==> src/rtl/gemm_operand_skewer_if.sv <==
// Operand/edge bundle between the GEMM operand feeder and its neighbours.
// Handshake: a beat transfers on a rising clk edge where in_valid && in_ready.
// The master holds a_col/b_row stable while in_valid is high. in_ready never
// waits on in_valid.
interface gemm_operand_skewer_if #(
   parameter int N  = 4,
   parameter int DW = 16,
   parameter int KW = 5
);
   logic            start;
   logic [KW-1:0]   k_len;
   logic            busy;
   logic            in_valid;
   logic            in_ready;
   logic [N*DW-1:0] a_col;
   logic [N*DW-1:0] b_row;
   logic [N*DW-1:0] edge_a;
   logic [N*DW-1:0] edge_b;
   logic            edge_valid;
   logic            acc_clear;
   logic            done;
   logic [2:0]      dbg_state;

   modport master (
      output start, k_len, in_valid, a_col, b_row,
      input  busy, in_ready, edge_a, edge_b, edge_valid, acc_clear, done, dbg_state
   );

   modport slave (
      input  start, k_len, in_valid, a_col, b_row,
      output busy, in_ready, edge_a, edge_b, edge_valid, acc_clear, done, dbg_state
   );
endinterface

==> src/rtl/gemm_operand_skewer.sv <==
// Feeds a 4x4 systolic GEMM array: accepts A-column/B-row beats, skews lane i
// by i cycles, then flushes zeros and sequences clear/load/flush/done.
module gemm_operand_skewer #(
   parameter int N     = 4,
   parameter int DW    = 16,
   parameter int K_MAX = 16,
   parameter int KW    = $clog2(K_MAX + 1)
) (
   input logic clk,
   input logic rst_n,
   gemm_operand_skewer_if.slave bus
);

   typedef enum logic [2:0] {S_IDLE, S_CLEAR, S_LOAD, S_FLUSH, S_DONE} state_t;

   // Long enough for the last beat to cross the skew and the whole array.
   localparam int FLUSH_CYC = 3 * N - 2;
   localparam int FW        = $clog2(FLUSH_CYC + 1);

   state_t          r_state;
   state_t          w_next;
   logic [KW-1:0]   r_k_len;
   logic [KW-1:0]   r_beat_cnt;
   logic [FW-1:0]   r_flush_cnt;
   logic            r_edge_valid;
   logic            w_accept;
   logic            w_busy;
   logic            w_in_ready;
   logic            w_acc_clear;
   logic            w_done;
   logic [N*DW-1:0] w_a_in;
   logic [N*DW-1:0] w_b_in;

   assign w_accept = bus.in_valid && w_in_ready;
   assign w_a_in   = w_accept ? bus.a_col : '0;
   assign w_b_in   = w_accept ? bus.b_row : '0;

   always_ff @(posedge clk or negedge rst_n) begin
      if (!rst_n) begin
         r_state      <= S_IDLE;
         r_k_len      <= '0;
         r_beat_cnt   <= '0;
         r_flush_cnt  <= '0;
         r_edge_valid <= 1'b0;
      end else begin
         r_state <= w_next;
         if (r_state == S_IDLE && bus.start)
            r_k_len <= (bus.k_len > KW'(K_MAX)) ? KW'(K_MAX) : bus.k_len;
         if (r_state == S_CLEAR)
            r_beat_cnt <= '0;
         else if (w_accept)
            r_beat_cnt <= r_beat_cnt + KW'(1);
         r_flush_cnt  <= (r_state == S_FLUSH) ? r_flush_cnt + FW'(1) : '0;
         r_edge_valid <= w_accept;
      end
   end

   always_comb begin
      w_next      = r_state;
      w_busy      = 1'b1;
      w_in_ready  = 1'b0;
      w_acc_clear = 1'b0;
      w_done      = 1'b0;
      unique case (r_state)
         S_IDLE: begin
            w_busy = 1'b0;
            if (bus.start) w_next = S_CLEAR;
         end
         S_CLEAR: begin
            w_acc_clear = 1'b1;
            w_next      = (r_k_len == '0) ? S_FLUSH : S_LOAD;
         end
         S_LOAD: begin
            w_in_ready = 1'b1;
            if (bus.in_valid && r_beat_cnt == r_k_len - KW'(1)) w_next = S_FLUSH;
         end
         S_FLUSH: begin
            if (r_flush_cnt == FW'(FLUSH_CYC - 1)) w_next = S_DONE;
         end
         S_DONE: begin
            w_done = 1'b1;
            w_next = S_IDLE;
         end
         default: w_next = S_IDLE;
      endcase
   end

   assign bus.busy       = w_busy;
   assign bus.in_ready   = w_in_ready;
   assign bus.acc_clear  = w_acc_clear;
   assign bus.done       = w_done;
   assign bus.edge_valid = r_edge_valid;
   assign bus.dbg_state  = r_state;

   // Lane i: i skew stages plus the output register, element [i] drives the edge.
   for (genvar i = 0; i < N; i++) begin : g_lane
      logic [DW-1:0] r_a_sr [0:i];
      logic [DW-1:0] r_b_sr [0:i];

      always_ff @(posedge clk or negedge rst_n) begin
         if (!rst_n) begin
            for (int s = 0; s <= i; s++) begin
               r_a_sr[s] <= '0;
               r_b_sr[s] <= '0;
            end
         end else begin
            r_a_sr[0] <= w_a_in[i*DW +: DW];
            r_b_sr[0] <= w_b_in[i*DW +: DW];
            for (int s = 1; s <= i; s++) begin
               r_a_sr[s] <= r_a_sr[s-1];
               r_b_sr[s] <= r_b_sr[s-1];
            end
         end
      end

      assign bus.edge_a[i*DW +: DW] = r_a_sr[i];
      assign bus.edge_b[i*DW +: DW] = r_b_sr[i];
   end

endmodule

==> src/flat_wrapper.sv <==
// flat-port wrapper written by rule: the top's interface ports become plain ports
module gemm_operand_skewer_flat 
#(
   parameter int N     = 4,
   parameter int DW    = 16,
   parameter int K_MAX = 16,
   parameter int KW    = $clog2(K_MAX + 1)
)
  (clk, rst_n, bus_start, bus_k_len, bus_in_valid, bus_a_col, bus_b_row, bus_busy, bus_in_ready, bus_edge_a, bus_edge_b, bus_edge_valid, bus_acc_clear, bus_done, bus_dbg_state);
  gemm_operand_skewer_if #(.N(N), .DW(DW), .KW(KW)) bus_i ();
  input logic clk;
  input logic rst_n;
  input wire logic [$bits(bus_i.start)-1:0] bus_start;
  input wire logic [$bits(bus_i.k_len)-1:0] bus_k_len;
  input wire logic [$bits(bus_i.in_valid)-1:0] bus_in_valid;
  input wire logic [$bits(bus_i.a_col)-1:0] bus_a_col;
  input wire logic [$bits(bus_i.b_row)-1:0] bus_b_row;
  output wire logic [$bits(bus_i.busy)-1:0] bus_busy;
  output wire logic [$bits(bus_i.in_ready)-1:0] bus_in_ready;
  output wire logic [$bits(bus_i.edge_a)-1:0] bus_edge_a;
  output wire logic [$bits(bus_i.edge_b)-1:0] bus_edge_b;
  output wire logic [$bits(bus_i.edge_valid)-1:0] bus_edge_valid;
  output wire logic [$bits(bus_i.acc_clear)-1:0] bus_acc_clear;
  output wire logic [$bits(bus_i.done)-1:0] bus_done;
  output wire logic [$bits(bus_i.dbg_state)-1:0] bus_dbg_state;
  assign bus_i.start = bus_start;
  assign bus_i.k_len = bus_k_len;
  assign bus_i.in_valid = bus_in_valid;
  assign bus_i.a_col = bus_a_col;
  assign bus_i.b_row = bus_b_row;
  assign bus_busy = bus_i.busy;
  assign bus_in_ready = bus_i.in_ready;
  assign bus_edge_a = bus_i.edge_a;
  assign bus_edge_b = bus_i.edge_b;
  assign bus_edge_valid = bus_i.edge_valid;
  assign bus_acc_clear = bus_i.acc_clear;
  assign bus_done = bus_i.done;
  assign bus_dbg_state = bus_i.dbg_state;
  gemm_operand_skewer #(.N(N), .DW(DW), .K_MAX(K_MAX), .KW(KW)) u_core (.clk(clk), .rst_n(rst_n), .bus(bus_i));
endmodule
==> config.mk <==
export PLATFORM = sky130hd
export DESIGN_NAME = gemm_operand_skewer_flat
export DESIGN_NICKNAME = d
export VERILOG_FILES = /design/src/rtl/gemm_operand_skewer_if.sv /design/src/rtl/gemm_operand_skewer.sv /design/src/flat_wrapper.sv
export SDC_FILE = /design/constraint.sdc
export NUM_CORES = 1
export LEC_CHECK = 0
export ABC_AREA = 0
export BUFFER_PORTS_ARGS = -buffer_cell sky130_fd_sc_hd__buf_2
export CORE_ASPECT_RATIO = 0.75
export CORE_MARGIN = 2
export CORE_UTILIZATION = 50
export CTS_CLUSTER_DIAMETER = 150
export CTS_CLUSTER_SIZE = 28
export DETAILED_ROUTE_END_ITERATION = 6
export PLACE_DENSITY = 0.76
export SLEW_MARGIN = 20
export SYNTH_ARGS = -nofsm -noshare
export SYNTH_HDL_FRONTEND = slang
export SYNTH_SLANG_ARGS = --single-unit
==> constraint.sdc <==
create_clock -name clk -period 4.4 [get_ports clk]
set_input_delay 0.44 -clock clk [delete_from_list [all_inputs] [get_ports clk]]
set_output_delay 0.44 -clock clk [all_outputs]
set_load 0.01 [all_outputs]
# ---- After elaboration in Yosys (flattened, before gate mapping)
# Index checks and enable logic that the tools add are counted.
dict set report classes {
  eq_ne 9
  muxes 15
  addsub 3
  magnitude_cmp 1
  n_reduce_logical 7
}
# op count
set ops {}
lappend ops {{64-bit 2-to-1 mux} 2}
lappend ops {{5-bit 2-to-1 mux} 3}
lappend ops {{3-bit one-hot mux with 4 select lines} 1}
lappend ops {{3-bit 2-to-1 mux} 3}
lappend ops {{3-bit by 2-bit == test with 1-bit output (second input constant)} 2}
lappend ops {{5-bit by 1-bit adder with 5-bit output (second input constant)} 1}
lappend ops {{5-bit == test} 1}
lappend ops {{5-bit > comparator (second input constant)} 1}
lappend ops {{5-bit logical NOT} 1}
lappend ops {{1-bit 2-to-1 mux} 5}
lappend ops {{5-bit by 1-bit subtractor with 5-bit output (second input constant)} 1}
lappend ops {{4-bit by 1-bit adder with 4-bit output (second input constant)} 1}
lappend ops {{4-bit == test (second input constant)} 1}
lappend ops {{4-bit 2-to-1 mux} 1}
lappend ops {{2-bit != test (second input constant)} 2}
lappend ops {{3-bit by 1-bit == test with 1-bit output (second input constant)} 1}
lappend ops {{3-bit == test (second input constant)} 1}
lappend ops {{1-bit logical AND} 3}
lappend ops {{3-bit logical NOT} 1}
lappend ops {{3-bit AND reduction} 1}
lappend ops {{2-bit by 1-bit != test with 1-bit output (second input constant)} 1}
lappend ops {{2-bit nonzero test} 1}
dict set report totals {
  out_inout_bits 136
  inputBits 137
  regBits 338
}

# ---- Logic depth before layout (Yosys ltp)
# Gate-level depths: netlist of the first run.
dict set report depth {
  word_depth 5
  ltp_mapped 6
}

# ---- Least setup slack after synthesis of the first run
# Ideal clock, no wire load.
dict set report synth_path {
  path_kind {flip-flop to output port}
  start {register u_core.r_state[0] (netlist: u_core.bus.dbg_state[0])}
  end {output port bus_acc_clear}
  slack_ps 2881
  t_arrival_ps 1079
  stages_incl_launch_ff 2
  required_ps 3960
  cell_sequence {dfrtp_1 -> nor3b_1}
}
dict set report synth_via {
  elab_chain_len 2
}
# item line
set synth_lines {}
lappend synth_lines {{start: declaration} gemm_operand_skewer.sv:20} ;# state_t r_state;
lappend synth_lines {{start signal: assignment} gemm_operand_skewer.sv:46} ;# r_state <= w_next;
lappend synth_lines {{3-bit by 1-bit == test with 1-bit output} gemm_operand_skewer.sv:64} ;# unique case (r_state)
lappend synth_lines {{1-bit 2-to-1 mux} gemm_operand_skewer.sv:64}
lappend synth_lines {{end: declaration} flat_wrapper.sv:23} ;# output wire logic [$bits(bus_i.acc_clear)-1:0] bus_acc_clear;
# Every way passes these cells.

# ---- Worst setup path in the final report of the first run
# Ends and elaborated chain as after synthesis.

==> PnR_summary.wiki, run 1 <==
{| class="wikitable"
! Metric !! Value
|-
| Outcome || finished, final reports clean
|-
| Number of violations reported at the end of detailed-routing iteration 0 || 307
|-
| Maximum number of buffers from clock root to sink || 3
|-
| Number of port buffers || 272
|-
| Final period util || 54.6%
|-
| Max Clk Rate || 0.416 GHz
|-
| Final Max Tran Viols || 0
|-
| M3 GR Usage || 3.60%
|-
| Area Overhead vs Synth || 14.0%
|-
| Clock Sink Count || 338
|-
| Antenna Nets Post-Route || 0
|-
| Worst skew pair latency || 0.49 ns
|-
| Overall routed net length || 16200 um
|-
| Syn_nets || 790
|-
| Via count of the first global-routing pass || 4707
|-
| Cells after synthesis || 649
|-
| Final Critical Period || 2.40 ns
|-
| Final critical-path setup slack || 2.00 ns
|-
| Crit start category || register
|-
| Site Rows || 45
|-
| Met2 global-route usage || 23.2%
|-
| Share of final-layout standard cells stronger than drive strength 1 || 35.9%
|-
| Cts hold-fix bufs || 0
|-
| Endpoints failing hold || 0
|-
| CTS tree || built
|-
| Buffer count from post-CTS setup fixing || 0
|-
| Sequential area share after synthesis || 80.4%
|-
| 1st-pass router iterations || 4
|-
| Global-route usage over all layers || 14.7%
|-
| Area of all sequential standard cells || 0.00846 sq mm
|-
| Final estimated routing congestion in global placement || 0.775
|-
| Critical path arrival || 1.96 ns
|-
| Remaining global-route overflow || 0
|-
| Worst hold path stage count || 2
|-
| DRC errors left || 0
|-
| Clock slew at the register clock pins of the worst setup and hold paths || 0.11 ns
|-
| Sum of net half-perimeters after detailed placement || 11100 um
|-
| Mean Syn Cell Area || 16.2 sq um
|-
| Die X-Extent || 172 um
|-
| Global Route met1 Usage || 21.0%
|-
| Initial Util || 51.5%
|-
| Number of max-capacitance violations reported || 0
|-
| Largest net degree at the start of global routing || 143
|-
| Setup CP Type || register to output port
|-
| Cells resized by post-CTS repair || 0
|-
| Class of the tightest hold or removal check || primary input to register
|-
| Number of antenna violations at the first check in global routing || 4
|-
| Count of unique library cells instantiated by Yosys || 28
|-
| Number of vias after detailed routing || 4815
|-
| Final-stage net count || 975
|-
| Synthesized cell area || 0.0105 sq mm
|-
| Worst slew pin tran || 0.835 ns
|-
| Async set or reset register ratio after synthesis || 100%
|-
| CTS H-tree lvls || 1
|-
| Chip Height || 130 um
|-
| Worst VDD drop || 319 uV
|-
| CTS Root Buffer Type || clkbuf_16
|-
| Multi-input logic area || 0.00125 sq mm
|-
| Total clock buffers created by CTS || 16
|-
| Average wire per cell in the routed design || 14.5 um
|-
| Final core occ || 58.7%
|-
| Post-synth EDFFs || 0
|-
| Number of placed I/O pins || 273
|-
| Die Footprint || 0.0222 sq mm
|-
| Unrepaired setup endpoints after global routing || no
|-
| Worst slack at placement || 2.17 ns
|-
| Total chip power || 6.00 mW
|-
| Summed negative setup slack over all endpoints || 0 ns
|-
| Area of the placeable core || 0.0204 sq mm
|-
| Kind of end point of the critical path || output port
|-
| Relative slew margins || 44.2%
|-
| Highest net fanout along the worst path || 9
|-
| Global-route wire length before repair || 25300 um
|-
| YS warnings || 0
|-
| Standby leakage power || 6.72 nW
|-
| Filler cells || 1619
|-
| Max Clock Skew || 0.0332 ns
|-
| CP required || 3.96 ns
|-
| Via density per instance || 4.31
|-
| Main flop type after synthesis || dfrtp_1
|-
| Synthesis-stage register bit count || 338
|-
| Power density cells || 500 mW/mm^2
|-
| Path depth of the worst reg2reg path || 3
|-
| Final-report setup violation count || 0
|-
| Most crowded layer after global routing || met2
|}
-- report_power, final --
| part | total (mW) | internal, mW | switching (mW) | leakage (nW) |
|---|---|---|---|---|
| Combinational | 0.782 | 0.353 | 0.429 | 1.87 |
| Sequential | 3.64 | 3.49 | 0.151 | 4.63 |
| Clock | 1.58 | 0.708 | 0.875 | 0.221 |
| Total | 6.00 | 4.55 | 1.45 | 6.72 |
-- cell usage after synthesis (3+ instances only) --
| library cell | n | area [sq um] |
|---|---|---|
| and2_1 | 129 | 807 |
| buf_4 | 96 | 721 |
| clkbuf_1 | 7 | 26.3 |
| clkbuf_2 | 7 | 35.0 |
| dfrtp_1 | 338 | 8460 |
| ha_1 | 4 | 50.1 |
| inv_1 | 4 | 15.0 |
| nand2_1 | 7 | 26.3 |
| nand2b_1 | 4 | 25.0 |
| nor2_1 | 13 | 48.8 |
| nor3_1 | 3 | 15.0 |
| nor3b_1 | 3 | 22.5 |
| o21ai_0 | 4 | 20.0 |
| xnor2_1 | 8 | 70.1 |
| xor2_1 | 6 | 52.6 |
-- registers in the layout, indices dropped and copies added, names as in the netlist --
register and count:
u_core.bus.dbg_state 3, u_core.r_flush_cnt 4, u_core.r_k_len 5, u_core.g_lane.r_b_sr 112, u_core.bus.edge_a 48, u_core.g_lane.r_a_sr 112, u_core.r_beat_cnt 5, u_core.bus.edge_valid 1
u_core.bus.edge_b 48
-- area by class of cell --
cell class                      count  area share, %
Antenna cell                        2         0.0417
Clock buffer                       17           3.55
Clock inverter                      1          0.250
Inverter                            4          0.125
Multi-Input combinational cell    195           10.4
Sequential cell                   338           70.5
Tap cell                          282           2.94
Timing Repair Buffer              279           12.2
-- placed cells by master, fill, tap and decap left out, types with 2 or more instances in the layout --
cell,n
buf_4,4
o21ai_0,4
ha_1,4
nor3_1,3
nand2_1,7
nand4_1,2
inv_1,4
nor2_1,13
clkbuf_16,17
nand2b_1,4
and2_1,129
dfrtp_1,338
diode_2,2
nor3b_1,3
nand3b_1,2
nand3_1,2
buf_2,271
xnor2_1,8
xor2_1,6
-- path summary, 6_finish.rpt --
check,endpoint,from,slack [ns]
setup / recovery,bus_acc_clear,u_core.bus.dbg_state[0],2.00
hold / removal,u_core.g_lane[1].r_b_sr[23],bus_b_row[23],0.15
setup reg to reg,u_core.g_lane[0].r_a_sr[13],u_core.bus.dbg_state[2],2.19
hold reg to reg,u_core.g_lane[3].r_a_sr[22],u_core.g_lane[3].r_a_sr[38],0.32
max in group asynchronous,u_core.g_lane[3].r_b_sr[25],rst_n,2.68
min in group asynchronous,u_core.g_lane[3].r_a_sr[42],rst_n,0.42
-- critical path: stages (launching register included) --
cell     delay, ns
dfrtp_1       0.49
nor3b_1       0.72
buf_2         0.26
-- metrics by stage --
step                instances  hold slack (ns)  area [sq um]
floorplan                 649            0.144         10500
global placement         1096            0.331         11500
detailed placement       1096            0.335         11500
CTS                      1114           0.0975         12000
global route             1116            0.124         12000
finish                   1118            0.146         12000
-- per-layer routing --
layer	part of all wire [%]	vias up	wire length, um
li1	-	2243	-
met5	0.17	-	27
met1	43	2394	6960
met2	49	154	7870
met4	1.6	4	267
met3	6.7	20	1090
-- logic make-up (layout without fill, tap and decap cells) --
group           after synthesis  after routing  share of synthesized area, %
other cells                   0              2                             0
mux                           2              2                         0.202
flops                       338            338                          80.4
xor+xnor                     14             14                          1.16
simple gates                168            168                          9.57
buf+inv                     116            301                          7.81
fa+ha+maj                     4              4                         0.475
compound gates                7              7                         0.428
Power figures use the tool's default switching activity.
==> inputs of run 2 (changes only) <==
--- a/config.mk
+++ b/config.mk
@@ -9,11 +9,11 @@
 export BUFFER_PORTS_ARGS = -buffer_cell sky130_fd_sc_hd__buf_2
 export CORE_ASPECT_RATIO = 0.75
 export CORE_MARGIN = 2
-export CORE_UTILIZATION = 50
+export CORE_UTILIZATION = 47
 export CTS_CLUSTER_DIAMETER = 150
 export CTS_CLUSTER_SIZE = 28
 export DETAILED_ROUTE_END_ITERATION = 6
-export PLACE_DENSITY = 0.76
+export PLACE_DENSITY = 0.75
 export SLEW_MARGIN = 20
 export SYNTH_ARGS = -nofsm -noshare
 export SYNTH_HDL_FRONTEND = slang
==> constraint.sdc (replaced) <==
create_clock -name clk -period 2.1 [get_ports clk]
set_input_delay 0.21 -clock clk [delete_from_list [all_inputs] [get_ports clk]]
set_output_delay 0.21 -clock clk [all_outputs]
set_load 0.01 [all_outputs]
==> run 2 against run 1 <==
Against the previous run: clock power increased by 110%; register-to-register slack worse by 1.8 ns; total power up 120%; via count rose by 14%; core utilization grew 2.0 points; first-iteration DRC count down 2.9%; sequential power rose by 110%; count of clock-buffer cells in the layout unchanged; setup slack lost 1.7 ns; clock skew shrank 0.0039 ns; critical endpoint is now bus_in_ready; largest cell class unchanged; largest power group unchanged.
==> PnR_summary.wiki, run 2 (same netlist as run 1, synthesis figures left out) <==
{| class="wikitable"
! Metric !! Value
|-
| Cell count after placement || 1111 (was 1096)
|-
| Maximum number of buffers from clock root to sink || 3 (unchanged)
|-
| Kind of end point of the critical path || output port (unchanged)
|-
| Global-route usage over all layers || 16.6% (was 14.7%)
|-
| Final period util || 86.2%
|-
| Cell Count, Final, Fillers Out || 1265 (was 1118)
|-
| Final-stage net count || 1112 (was 975)
|-
| Highest net fanout along the worst path || 9 (unchanged)
|-
| Number of port buffers || 272 (unchanged)
|-
| Die Footprint || 0.0236 sq mm (was 0.0222 sq mm)
|-
| Max Clock Skew || 0.0293 ns (was 0.0332 ns)
|-
| Cell-by-cell listing of the critical path || nor3b_1 > buf_2 (unchanged)
|-
| Area Overhead vs Synth || 27.2% (was 14.0%)
|-
| Share of final-layout standard cells stronger than drive strength 1 || 31.0% (was 35.9%)
|-
| Cells resized by post-CTS repair || 0 (unchanged)
|-
| Worst VDD drop || 679 uV (was 319 uV)
|-
| Crit start category || register (unchanged)
|-
| 1st-pass router iterations || 5 (was 4)
|-
| Final estimated routing congestion in global placement || 0.791 (was 0.775)
|-
| Remaining global-route overflow || 0 (unchanged)
|-
| Number of antenna violations at the first check in global routing || 0 (was 4)
|-
| Outcome || finished, final reports clean (unchanged)
|-
| Filler cells || 1619 (unchanged)
|-
| Site Rows || 47 (was 45)
|-
| Setup CP Type || register to output port (unchanged)
|-
| Commonest non-fill, non-tap cell in the layout || dfrtp_1 (unchanged)
|-
| Sum of net half-perimeters after detailed placement || 11800 um (was 11100 um)
|-
| Total clock buffers created by CTS || 16 (unchanged)
|-
| Initial Util || 47.7% (was 51.5%)
|-
| Cell at the slowest stage of the critical path || dfrtp_1 (was nor3b_1)
|-
| Number of vias after detailed routing || 5500 (was 4815)
|-
| Number of violations reported at the end of detailed-routing iteration 0 || 298 (was 307)
|-
| Most frequent cells in the layout || 338 x dfrtp_1, 271 x buf_2, 136 x dlygate4sd3_1, 129 x and2_1, 17 x clkbuf_16 (was 338 x dfrtp_1, 271 x buf_2, 129 x and2_1, 17 x clkbuf_16, 13 x nor2_1)
|-
| Clock Sink Count || 338 (unchanged)
|-
| Largest net degree at the start of global routing || 92 (was 143)
|-
| Max Clk Rate || 0.553 GHz
|-
| Global-route wire length before repair || 30600 um (was 25300 um)
|-
| Diode count || 0 (was 2)
|-
| Overall routed net length || 19400 um (was 16200 um)
|-
| Worst skew pair latency || 0.49 ns (about the same)
|-
| DRC errors left || 0 (unchanged)
|-
| Die X-Extent || 177 um (was 172 um)
|-
| Class of the tightest hold or removal check || primary input to async pin (was primary input to register)
|-
| Worst slew pin tran || 0.457 ns (was 0.835 ns)
|-
| Final Critical Period || 1.81 ns
|-
| Final core occ || 60.7% (was 58.7%)
|-
| Unrepaired setup endpoints after global routing || no (unchanged)
|-
| Endpoints failing hold || 0 (unchanged)
|-
| Critical path arrival || 1.60 ns (was 1.96 ns)
|-
| Largest stage delay, worst path || 0.51 ns (was 0.72 ns)
|-
| Biggest registers after layout || u_core.g_lane.r_a_sr x112, u_core.g_lane.r_b_sr x112 (unchanged)
|-
| Antenna Nets Post-Route || 0 (unchanged)
|-
| Via count of the first global-routing pass || 5887 (was 4707)
|-
| CTS Root Buffer Type || clkbuf_16 (unchanged)
|-
| Standby leakage power || 7.30 nW (was 6.72 nW)
|-
| Number of placed I/O pins || 273 (unchanged)
|-
| Power density cells || 966 mW/mm^2 (was 500 mW/mm^2)
|-
| Final Max Tran Viols || 0 (unchanged)
|-
| Summed negative setup slack over all endpoints || 0 ns (unchanged)
|-
| Buffer count from post-CTS setup fixing || 0 (unchanged)
|-
| Area of the placeable core || 0.0221 sq mm (was 0.0204 sq mm)
|-
| CP required || 1.89 ns (was 3.96 ns)
|-
| Chip Height || 134 um (was 130 um)
|-
| CTS tree || built (unchanged)
|-
| Final-report setup violation count || 0 (unchanged)
|-
| CTS H-tree lvls || 1 (unchanged)
|-
| Total chip power || 12.9 mW (was 6.00 mW)
|-
| Number of max-capacitance violations reported || 0 (unchanged)
|-
| Average wire per cell in the routed design || 15.3 um (was 14.5 um)
|-
| Clock slew at the register clock pins of the worst setup and hold paths || 0.10 ns (was 0.11 ns)
|-
| Via density per instance || 4.35 (was 4.31)
|-
| Relative slew margins || 69.5% (was 44.2%)
|}
==> run 2: changes by cell type in the layout (fill, tap and decap cells not counted) <==
cell and delta:
buf_16 -1, buf_12 +3, dlygate4sd3_1 +135, diode_2 -2
==> run 2: repair_timing <==
action / CTS / global route
hold buffers: 136 / 0
endpoints found under the hold margin: 179 / 0
endpoints found under the setup margin: 0 / 0
==> run 2: area by class of cell <==
| type | count | area, sq um | share of cell area [%] |
|---|---|---|---|
| sequential | 338 | 8460 | 63.2 |
| inverter | 4 | 15.0 | 0.112 |
| multi-input combinational | 195 | 1250 | 9.34 |
| clock buffer | 17 | 425 | 3.18 |
| timing repair buffer | 416 | 2840 | 21.2 |
| tap | 294 | 368 | 2.75 |
| clock inverter | 1 | 30.0 | 0.224 |
==> run 2: per-layer routing <==
layer,vias up,track usage [%],wire length (um)
met1,2753,20.4,7500
li1,2515,-,-
met3,40,4.14,1210
met5,-,0,0
met2,192,29.2,10100
met4,0,4.96,556
==> run 2: worst max-delay path, delay by kind of cell (launching register included) <==
family / cells / cell delay [ns]
and+or+nand+nor: 1 / 0.38
buffers and inverters: 1 / 0.21
DFF: 1 / 0.51
==> run 2: path summary, 6_finish.rpt <==
check,startpoint,endpoint,slack [ns],cells after the start
setup / recovery,u_core.bus.dbg_state[1],bus_in_ready,0.29,2
hold / removal,rst_n,u_core.g_lane[3].r_a_sr[60],0.22,2
setup reg to reg,u_core.r_k_len[0],u_core.bus.dbg_state[0],0.34,6
hold reg to reg,u_core.g_lane[3].r_a_sr[38],u_core.g_lane[3].r_a_sr[22],0.33,0
max in group asynchronous,rst_n,u_core.bus.edge_b[36],1.08,3
min in group clk,bus_in_valid,u_core.bus.dbg_state[0],0.22,4
==> run 2: where the power goes <==
| group | internal (mW) | switching, mW | leakage, nW |
|---|---|---|---|
| logic | 0.931 | 1.01 | 2.44 |
| registers | 7.31 | 0.337 | 4.63 |
| clock network | 1.48 | 1.86 | 0.221 |
| total | 9.72 | 3.21 | 7.30 |
==> run 2: metrics by stage <==
step	setup slack (ns)	hold WS [ns]	area (sq um)
global placement	0.539	0.156	11600
finish	0.291	0.219	13400
CTS	0.276	0.158	13400
global route	0.144	0.174	13400
detailed placement	0.480	0.158	11600
floorplan	0.637	-0.0856	10500
==> inputs of run 3 (changes only) <==
--- a/config.mk
+++ b/config.mk
@@ -13,7 +13,7 @@
 export CTS_CLUSTER_DIAMETER = 150
 export CTS_CLUSTER_SIZE = 28
 export DETAILED_ROUTE_END_ITERATION = 6
-export PLACE_DENSITY = 0.75
+export PLACE_DENSITY = 0.82
 export SLEW_MARGIN = 20
 export SYNTH_ARGS = -nofsm -noshare
 export SYNTH_HDL_FRONTEND = slang
==> constraint.sdc (replaced) <==
create_clock -name clk -period 2.1 [get_ports clk]
set_input_delay 0.21 -clock clk [delete_from_list [all_inputs] [get_ports clk]]
set_output_delay 0.21 -clock clk [all_outputs]
set_load 0.1 [all_outputs]
==> run 3 against run 2 <==
Against the previous run: clock skew increased by 0.0069 ns; routed wire length grew 3.9%; total power grew 18%; sequential power about the same; clock power up 1%; count of clock-buffer cells in the layout grew 1; design area rose by 0.73%; core utilization increased by 0.44 points; maximum frequency is 9.5% lower; via count fell by 0.96%; cell count rose by 0.63%; largest cell class unchanged; highest routed layer unchanged.
==> PnR_summary.wiki, run 3 (same netlist as run 1, synthesis figures left out) <==
{| class="wikitable"
! Metric !! Value
|-
| Class of the tightest hold or removal check || primary input to register (was primary input to async pin)
|-
| Clock Sink Count || 338 (unchanged)
|-
| Global-route wire length before repair || 31700 um (was 30600 um)
|-
| CTS H-tree lvls || 1 (unchanged)
|-
| Part of the total power dissipated in combinational logic || 27.1% (was 15.0%)
|-
| CTS tree || built (unchanged)
|-
| Cell-by-cell listing of the critical path || nor3b_4 > buf_2 (was nor3b_1 > buf_2)
|-
| Sw Ratio || 35.7% (was 24.8%)
|-
| End of the worst register-to-register path || u_core.bus.dbg_state[0] (unchanged)
|-
| Commonest non-fill, non-tap cell in the layout || dfrtp_1 (unchanged)
|-
| Max Clk Rate || 0.500 GHz (was 0.553 GHz)
|-
| Unrepaired setup endpoints after global routing || no (unchanged)
|-
| Setup CP Type || register to output port (unchanged)
|-
| Via density per instance || 4.28 (was 4.35)
|-
| Global-route usage over all layers || 17.3% (was 16.6%)
|-
| Diode count || 0 (unchanged)
|-
| Area Overhead vs Synth || 28.1% (was 27.2%)
|-
| Final-report setup violation count || 0 (unchanged)
|-
| Launch point of the worst reg-to-reg path || u_core.r_k_len[0] (unchanged)
|-
| CTS Root Buffer Type || clkbuf_16 (unchanged)
|-
| Cell at the slowest stage of the critical path || dfrtp_4 (was dfrtp_1)
|-
| Largest stage delay, worst path || 0.56 ns (was 0.51 ns)
|-
| Number of violations reported at the end of detailed-routing iteration 0 || 292 (was 298)
|-
| Power density cells || 1130 mW/mm^2 (was 966 mW/mm^2)
|-
| Total clock buffers created by CTS || 16 (unchanged)
|-
| Most frequent cells in the layout || 335 x dfrtp_1, 269 x buf_2, 138 x dlygate4sd3_1, 129 x and2_1, 17 x clkbuf_16 (was 338 x dfrtp_1, 271 x buf_2, 136 x dlygate4sd3_1, 129 x and2_1, 17 x clkbuf_16)
|-
| Summed negative setup slack over all endpoints || 0 ns (unchanged)
|-
| Total chip power || 15.2 mW (was 12.9 mW)
|-
| Path depth of the worst reg2reg path || 6 (unchanged)
|-
| Worst VDD drop || 876 uV (was 679 uV)
|-
| Via count of the first global-routing pass || 6094 (was 5887)
|-
| Area post-placement || 0.0116 sq mm (about the same)
|-
| Final Critical Period || 2.00 ns (was 1.81 ns)
|-
| Overall routed net length || 20100 um (was 19400 um)
|-
| Maximum number of buffers from clock root to sink || 3 (unchanged)
|-
| Relative slew margins || 63.1% (was 69.5%)
|-
| Number of vias after detailed routing || 5447 (was 5500)
|-
| Biggest registers after layout || u_core.g_lane.r_a_sr x112, u_core.g_lane.r_b_sr x112 (unchanged)
|-
| Final estimated routing congestion in global placement || 0.775 (was 0.791)
|-
| Hold worst-path end || u_core.bus.dbg_state[0]
|-
| Slack of the worst reg-to-reg path || 0.42 ns (was 0.34 ns)
|-
| Die Footprint || 0.0236 sq mm (unchanged)
|-
| Switching Power || 5.43 mW (was 3.21 mW)
|-
| Crit start category || register (unchanged)
|-
| Average wire per cell in the routed design || 15.8 um (was 15.3 um)
|-
| Critical path arrival || 1.79 ns (was 1.60 ns)
|-
| Max Clock Skew || 0.0362 ns (was 0.0293 ns)
|-
| Seq pwr share || 50.5% (was 59.1%)
|-
| Share of final-layout standard cells stronger than drive strength 1 || 31.8% (was 31.0%)
|-
| Number of max-capacitance violations reported || 0 (unchanged)
|-
| Initial Util || 47.7% (unchanged)
|-
| Largest net degree at the start of global routing || 68 (was 92)
|-
| Sum of net half-perimeters after detailed placement || 12200 um (was 11800 um)
|-
| Final Max Tran Viols || 0 (unchanged)
|-
| Number of antenna violations at the first check in global routing || 0 (unchanged)
|-
| Design Area, Final || 0.0135 sq mm (was 0.0134 sq mm)
|-
| Int Pwr || 9.76 mW (was 9.72 mW)
|-
| Endpoints failing hold || 0 (unchanged)
|-
| Share of total power in the clock network || 22.4% (was 25.9%)
|-
| Number of placed I/O pins || 273 (unchanged)
|-
| Final-stage net count || 1119 (was 1112)
|-
| Clock slew at the register clock pins of the worst setup and hold paths || 0.12 ns (was 0.10 ns)
|-
| Number of port buffers || 272 (unchanged)
|-
| DRC errors left || 0 (unchanged)
|-
| Worst skew pair latency || 0.50 ns (was 0.49 ns)
|-
| Die X-Extent || 177 um (unchanged)
|-
| CP required || 1.89 ns (about the same)
|-
| Remaining global-route overflow || 0 (unchanged)
|-
| Worst hold path stage count || 4
|-
| 1st-pass router iterations || 4 (was 5)
|-
| Outcome || finished, final reports clean (unchanged)
|-
| Start point of the worst min-delay path || bus_in_valid
|-
| Highest net fanout along the worst path || 10 (was 9)
|-
| Worst slew pin tran || 0.553 ns (was 0.457 ns)
|-
| Chip Height || 134 um (unchanged)
|-
| Standby leakage power || 7.33 nW (was 7.30 nW)
|-
| Area of the placeable core || 0.0221 sq mm (unchanged)
|-
| Antenna Nets Post-Route || 0 (unchanged)
|-
| Site Rows || 47 (unchanged)
|-
| Final period util || 95.2% (was 86.2%)
|-
| Kind of end point of the critical path || output port (unchanged)
|}
[run 3: worst max-delay path by stage]
stage | from | endpoint | slack (ns) | cells after the start
5_1_grt | u_core.bus.dbg_state[2] | bus_in_ready | 0.04 | 2
6_report | u_core.bus.dbg_state[2] | bus_in_ready | 0.10 | 2
4_1_cts | u_core.bus.dbg_state[2] | bus_in_ready | 0.07 | 2
3_5_place_dp | u_core.r_k_len[0] | u_core.bus.dbg_state[0] | 0.45 | 6
2_1_floorplan | u_core.bus.dbg_state[1] | u_core.bus.dbg_state[0] | 0.01 | 3
3_3_place_gp | u_core.bus.dbg_state[2] | u_core.g_lane[2].r_a_sr[39] | 0.53 | 3
[run 3: repair_timing]
action,4_1_cts,5_1_grt
hold buffers,138,0
buffers inserted,0,0
gates resized for setup,2,0
endpoints found under the setup margin,2,0
endpoints found under the hold margin,190,0
[run 3: area by class of cell]
type | count | area (sq um)
clock buffer | 18 | 429
clock inverter | 1 | 30.0
fill | 1606 | 8570
inverter | 4 | 15.0
multi-input combinational | 195 | 1270
sequential | 338 | 8470
tap | 294 | 368
timing repair buffer | 423 | 2910
[run 3: stage by stage]
step / instances / worst slack [ns] / hold WS (ns) / util (%)
final: 1273 / 0.101 / 0.168 / 61.2
after global routing: 1273 / 0.0356 / 0.165 / 61.2
after CTS: 1273 / 0.0737 / 0.135 / 61.2
after detailed placement: 1116 / 0.450 / 0.211 / 52.8
after global placement: 1116 / 0.530 / 0.210 / 52.8
after floorplan: 649 / 0.00975 / -0.0856 / -
[run 3: power by group through the flow]
stage | Sequential, mW | Combinational [mW] | Clock [mW]
final | 7.67 | 4.12 | 3.40
after global routing | 7.75 | 4.33 | 3.78
after CTS | 7.66 | 4.13 | 3.53
after detailed placement | 7.79 | 3.92 | 0
after global placement | 7.73 | 3.86 | 0
after floorplan | 8.36 | 2.78 | 0
[run 3: routing by layer]
| layer | wire (um) | share of wire [%] | vias to the layer above | track usage, % |
|---|---|---|---|---|
| met2 | 10600 | 53 | 169 | 30.8 |
| met1 | 7750 | 38 | 2710 | 21.0 |
| li1 | - | - | 2530 | - |
| met3 | 1240 | 6.2 | 38 | 4.48 |
| met5 | 0 | 0 | - | 0 |
| met4 | 561 | 2.8 | 0 | 4.55 |
[run 3: worst max-delay path, delay by kind of cell, from the launching register on]
kind	cells	cell delay (ns)
flip-flops	1	0.56
buffers and inverters	1	0.47
AND/OR/NAND/NOR	1	0.26
